$ cat config.mk
export PLATFORM = sky130hd
export DESIGN_NAME = multi_key_debouncer
export DESIGN_NICKNAME = d
export VERILOG_FILES = /design/src/rtl/multi_key_debouncer.sv
export SDC_FILE = /design/constraint.sdc
export NUM_CORES = 1
export LEC_CHECK = 0
export CORE_ASPECT_RATIO = 1.1
export CORE_UTILIZATION = 58
export CTS_CLUSTER_DIAMETER = 50
export DETAILED_ROUTE_END_ITERATION = 12
export PLACE_DENSITY = 0.77
export SYNTH_ARGS = -nofsm -noshare
export SYNTH_HDL_FRONTEND = slang
export SYNTH_SLANG_ARGS = --single-unit
export TNS_END_PERCENT = 50
$ cat constraint.sdc
create_clock -name clock -period 2.1 [get_ports clock]
set_clock_uncertainty 0.05 [all_clocks]
set_input_delay 0.42 -clock clock [delete_from_list [all_inputs] [get_ports clock]]
set_output_delay 0.42 -clock clock [all_outputs]
set_load 0.02 [all_outputs]
$ cat src/rtl/multi_key_debouncer.sv
// Per-channel debouncer for mechanical keys and switches.
// Each channel: synchroniser chain, stability counter producing a clean level,
// registered press/release pulses and an optional auto-repeat generator.

module multi_key_debouncer #(
  parameter int unsigned WIDTH         = 4,
  parameter int unsigned SYNC_LENGTH   = 2,
  parameter int unsigned STABLE_CYCLES = 50000,
  parameter bit          INVERT        = 1'b1,
  parameter bit          REPEAT_EN     = 1'b0,
  parameter int unsigned REPEAT_DELAY  = 2500000,
  parameter int unsigned REPEAT_PERIOD = 500000
) (
  input  logic             clock,
  input  logic             reset_n,
  input  logic [WIDTH-1:0] asyncIn,
  output logic [WIDTH-1:0] stateOut,
  output logic [WIDTH-1:0] pressPulse,
  output logic [WIDTH-1:0] releasePulse,
  output logic [WIDTH-1:0] repeatPulse
);

  localparam int unsigned CntW = $clog2(STABLE_CYCLES + 1);
  localparam logic [CntW-1:0] CntTerm = CntW'(STABLE_CYCLES - 1);

  localparam int unsigned RptMax = (REPEAT_DELAY > REPEAT_PERIOD) ? REPEAT_DELAY : REPEAT_PERIOD;
  localparam int unsigned RptW = $clog2(RptMax + 1);
  localparam logic [RptW-1:0] DelayTerm  = RptW'(REPEAT_DELAY - 1);
  localparam logic [RptW-1:0] PeriodTerm = RptW'(REPEAT_PERIOD - 1);

  typedef enum logic [1:0] {
    StIdle,
    StWait,
    StRepeat
  } rptState_e;

  // Synchroniser stages; stage 0 captures the raw pins.
  logic [WIDTH-1:0] syncQ [SYNC_LENGTH];
  logic [WIDTH-1:0] syncLevel;

  // Shift raw inputs through the chain; reset loads the inactive raw level.
  always_ff @(posedge clock) begin
    if (!reset_n) begin
      for (int k = 0; k < SYNC_LENGTH; k++) begin
        syncQ[k] <= {WIDTH{INVERT}};
      end
    end else begin
      syncQ[0] <= asyncIn;
      for (int k = 1; k < SYNC_LENGTH; k++) begin
        syncQ[k] <= syncQ[k-1];
      end
    end
  end

  // Polarity is applied only after the last flop so nothing precedes the chain.
  assign syncLevel = syncQ[SYNC_LENGTH-1] ^ {WIDTH{INVERT}};

  for (genvar g = 0; g < WIDTH; g++) begin : gChan
    logic [CntW-1:0] cntQ, cntD;
    logic            levelQ, levelD;
    logic            pressQ, pressD;
    logic            releaseQ, releaseD;

    // Count consecutive disagreeing samples; toggle the level at the terminal count.
    always_comb begin
      cntD     = '0;
      levelD   = levelQ;
      pressD   = 1'b0;
      releaseD = 1'b0;
      if (syncLevel[g] != levelQ) begin
        if (cntQ == CntTerm) begin
          levelD   = ~levelQ;
          pressD   = ~levelQ;
          releaseD = levelQ;
        end else begin
          cntD = cntQ + 1'b1;
        end
      end
    end

    // Debounce state and edge pulses.
    always_ff @(posedge clock) begin
      if (!reset_n) begin
        cntQ     <= '0;
        levelQ   <= 1'b0;
        pressQ   <= 1'b0;
        releaseQ <= 1'b0;
      end else begin
        cntQ     <= cntD;
        levelQ   <= levelD;
        pressQ   <= pressD;
        releaseQ <= releaseD;
      end
    end

    assign stateOut[g]     = levelQ;
    assign pressPulse[g]   = pressQ;
    assign releasePulse[g] = releaseQ;

    if (REPEAT_EN) begin : gRpt
      rptState_e       stQ, stD;
      logic [RptW-1:0] rptCntQ, rptCntD;
      logic            rptQ, rptD;

      // Repeat FSM; keyed off the next level so a release wins over a due repeat.
      always_comb begin
        stD     = stQ;
        rptCntD = rptCntQ;
        rptD    = 1'b0;
        if (!levelD) begin
          stD     = StIdle;
          rptCntD = '0;
        end else begin
          case (stQ)
            StIdle: begin
              rptCntD = '0;
              if (pressD) begin
                stD = StWait;
              end
            end
            StWait: begin
              if (rptCntQ == DelayTerm) begin
                stD     = StRepeat;
                rptCntD = '0;
                rptD    = 1'b1;
              end else begin
                rptCntD = rptCntQ + 1'b1;
              end
            end
            StRepeat: begin
              if (rptCntQ == PeriodTerm) begin
                rptCntD = '0;
                rptD    = 1'b1;
              end else begin
                rptCntD = rptCntQ + 1'b1;
              end
            end
            default: begin
              stD     = StIdle;
              rptCntD = '0;
            end
          endcase
        end
      end

      // Repeat state, counter and registered pulse.
      always_ff @(posedge clock) begin
        if (!reset_n) begin
          stQ     <= StIdle;
          rptCntQ <= '0;
          rptQ    <= 1'b0;
        end else begin
          stQ     <= stD;
          rptCntQ <= rptCntD;
          rptQ    <= rptD;
        end
      end

      assign repeatPulse[g] = rptQ;
    end else begin : gNoRpt
      assign repeatPulse[g] = 1'b0;
    end
  end

endmodule

==> reports/summary.log <==
[cts] number of buffers created by CTS 9
[synth] most instantiated library cell after synthesis dfxtp_1
[finish] Final #Nets 418
[pwr] Net Sw Power 0.597 mW
[setup_path] critical path endpoint category output pin
[routing] highest metal layer with signal wires met4
[sta] final hold violations 0
[run] max-cap violation count 0
[finish] Inserted Diodes 0
[placed_design] port buffer count 17
[pwr] part of the total power dissipated in the clock network 43.4%
[floorplan] Die Span Y 84.7 µm
[setup_path] dominant delay contributor by cell family on the critical path buffers and inverters
[finish] fillers 473
[setup_path] total buffers and inverters traversed by the critical path 1
[placed_design] final weighted congestion of routability-driven global placement 0.799
[sta] Final period util 90.8%
[pwr] logic gate share of total power 1.7%
[synth] cells after synthesis 397
[global_routing] via count of the first global-routing pass 2414
[setup_path] delay of the slowest cell on the worst path 640 ps
[sta] Final Slew Violations 0
[floorplan] number of cell rows 29
[synth] Post-synth EDFFs 0
[cts] clock latency at the later pin of the worst-skew pair 350 ps
[setup_path] cells along the critical path clkdlybuf4s50_1
[finish] share of final-layout standard cells stronger than drive strength 1 7.51%
[synth] share of Yosys cell area claimed by the top area cell type 46.7%
[placed_design] estimated wirelength of the detail-placed design 4150 µm
[routing] met3 wirelength from detailed routing 157 µm
[cts] TritonCTS sink count 84
[synth] share of synthesized area occupied by flip-flops and latches 46.7%
[sta] RSZ-0062 raised after global routing no
[pwr] pwr/cell area 737 nW/µm²
[pwr] share of power burned in registers 54.9%
[global_routing] antenna violations before repair 0
[synth] main area contributors after synthesis dfxtp_1 (47%), xnor2_1 (9.2%), nor2_1 (7.3%)
[floorplan] Die Outline Area 6530 µm²
[global_routing] wire length of the first global-routing pass 10700 µm
[routing] amount of wire on met2 after detailed routing 2830 µm
[synth] count of unique library cells instantiated by Yosys 36
[global_routing] total track usage 20.3%
[routing] number of iterations in the first detailed-routing pass 4
[floorplan] Top-Level Pins 22
[synth] cell area after synthesis 3600 µm²
[cts] hold buffer count at CTS 0
[routing] post-route ant nets 0
[synth] total of flip-flops plus latches after synthesis 84
[synth] average cell area after synthesis 9.07 µm²
[pwr] switching part of the total power 20.4%
[cts] maximum count of clock buffers along a single path 2
[cts] H-tree Lvls 3
[setup_path] critical setup path kind reg2out
[setup_path] Arr. time, crit path 1440 ps
[cts] clock slew seen by the registers of the worst setup and hold paths 80 ps
[pwr] peak supply drop 0.412 mV
[sta] Min Clock Period, post-route 1910 ps
[pwr] Internal Power 2.33 mW
[routing] metal1 wirelength 2860 µm
[setup_path] category of the worst setup path launch point flip-flop
[sta] count of endpoints failing setup in the final report 0
[setup_path] cell with the largest stage delay on the worst path clkdlybuf4s50_1
[synth] Commonest cells post-synth dfxtp_1 (84), nor2_1 (70), xnor2_1 (38)
[cts] number of buffers added for setup after CTS 0
[routing] iteration-0 DRC count of the detailed router 105
[routing] Total Routed Length 5970 µm
[setup_path] setup slack, reg-to-reg 290 ps
[routing] detailed-route vias per instance 5.32
[setup_path] maximum fanout encountered on the critical timing path 5
[cts] quantity of gates resized following cts 0
[floorplan] Core Footprint 5880 µm²
[placed_design] area post-placement 3740 µm²
[cts] clock tree from TritonCTS built
[routing] total via count after detailed routing 2606
[pwr] sum of internal, switching and leakage power 2.92 mW
[outcome] result of the run finished, final reports clean
[cts] Clock Root Buffer clkbuf_8
[floorplan] horizontal die dimension 77.1 µm
[min_path] kind of path behind the tightest hold check reg2reg
[sta] highest clock rate 0.524 GHz
[synth] fraction of synthesis flops using an asynchronous set or reset pin 0%
[routing] number of DRC violations after detailed routing 0
[setup_path] Crit path required time 1630 ps
[floorplan] effective utilization at floorplan 61.3%
[synth] leading register cell type out of synthesis dfxtp_1
[global_routing] gr ovfl total 0
[finish] area added between synthesis and finish 10.2%
[global_routing] maximum number of pins on one net before global-route repair 17
[routing] detailed-route wire length per cell 12.2 µm
[pwr] P_leak 1.24 nW
[sta] setup TNS 0 ps
[synth] largest area contributor in the synthesized netlist dfxtp_1
[synth] Yosys warning count 0
[finish] post-route cell area 3970 µm²
## sequential cells by signal (all words and copies together), names as in the netlist
register,flops
gChan.levelQ,4
gChan.cntQ,64
gChan.releaseQ,4
syncQ,8
gChan.pressQ,4
## per-layer routing
layer / track usage [%] / vias up
li1: - / 1339
met1: 25.1 / 1209
met2: 33.5 / 46
met3: 4.02 / 12
met4: 10.6 / 0
met5: 0 / -
## cell usage in the layout, fill, tap and decap left out, types with 16 or more instances in the layout
cell              n
dfxtp_1          84
nand4_1          23
inv_1            16
nand2_1          16
xnor2_1          38
xor2_1           22
nand3_1          22
clkdlybuf4s50_1  17
nor2_1           70
## path summary, 6_finish.rpt
| check | cells past startpoint | start | end |
|---|---|---|---|
| worst min-delay path | 1 | syncQ[0][2] | syncQ[0][6] |
| worst min register to register | 1 | syncQ[0][2] | syncQ[0][6] |
| worst max-delay path | 1 | gChan[2].levelQ | stateOut[2] |
| worst max register to register | 5 | gChan[1].cntQ[7] | gChan[1].cntQ[8] |
## stage by stage
step           cells  util (%)  worst slack, ps  hold slack (ps)
4_1_cts          490      67.5              178              365
2_1_floorplan    400         -              359              336
6_report         490      67.5              193              361
5_1_grt          490      67.5              128              391
3_3_place_gp     474      63.7              308              341
3_5_place_dp     474      63.7              260              352
## power by group through the flow
stage	Combinational, mW	Clock [mW]	Sequential (mW)
floorplan	0.0380	0	1.64
global placement	0.0478	0	1.64
detailed placement	0.0490	0	1.64
CTS	0.0496	1.30	1.61
global route	0.0545	1.36	1.61
finish	0.0488	1.27	1.61
## logic make-up (layout without fill, tap and decap cells)
logic type / count (synthesis) / after routing / synth area share (%)
buf+inv: 43 / 56 / 6.95
xor+xnor: 60 / 60 / 14.6
simple gates: 201 / 201 / 29.5
compound gates: 3 / 3 / 0.486
flops: 84 / 84 / 46.7
other cells: 1 / 4 / 0.104
fa+ha+maj: 4 / 4 / 1.39
mux: 1 / 1 / 0.278
## final cells by class
| class | instances | area, µm² | share of cell area, % |
|---|---|---|---|
| flip-flops and latches | 84 | 1680 | 42.4 |
| repair buffers | 24 | 223 | 5.61 |
| multi-input cells | 273 | 1680 | 42.4 |
| clock buffers | 11 | 141 | 3.56 |
| inverters | 16 | 60.1 | 1.51 |
| clock inverters | 5 | 85.1 | 2.14 |
| well taps | 77 | 96.3 | 2.43 |
Note: power is estimated with default switching activity, not from simulation.
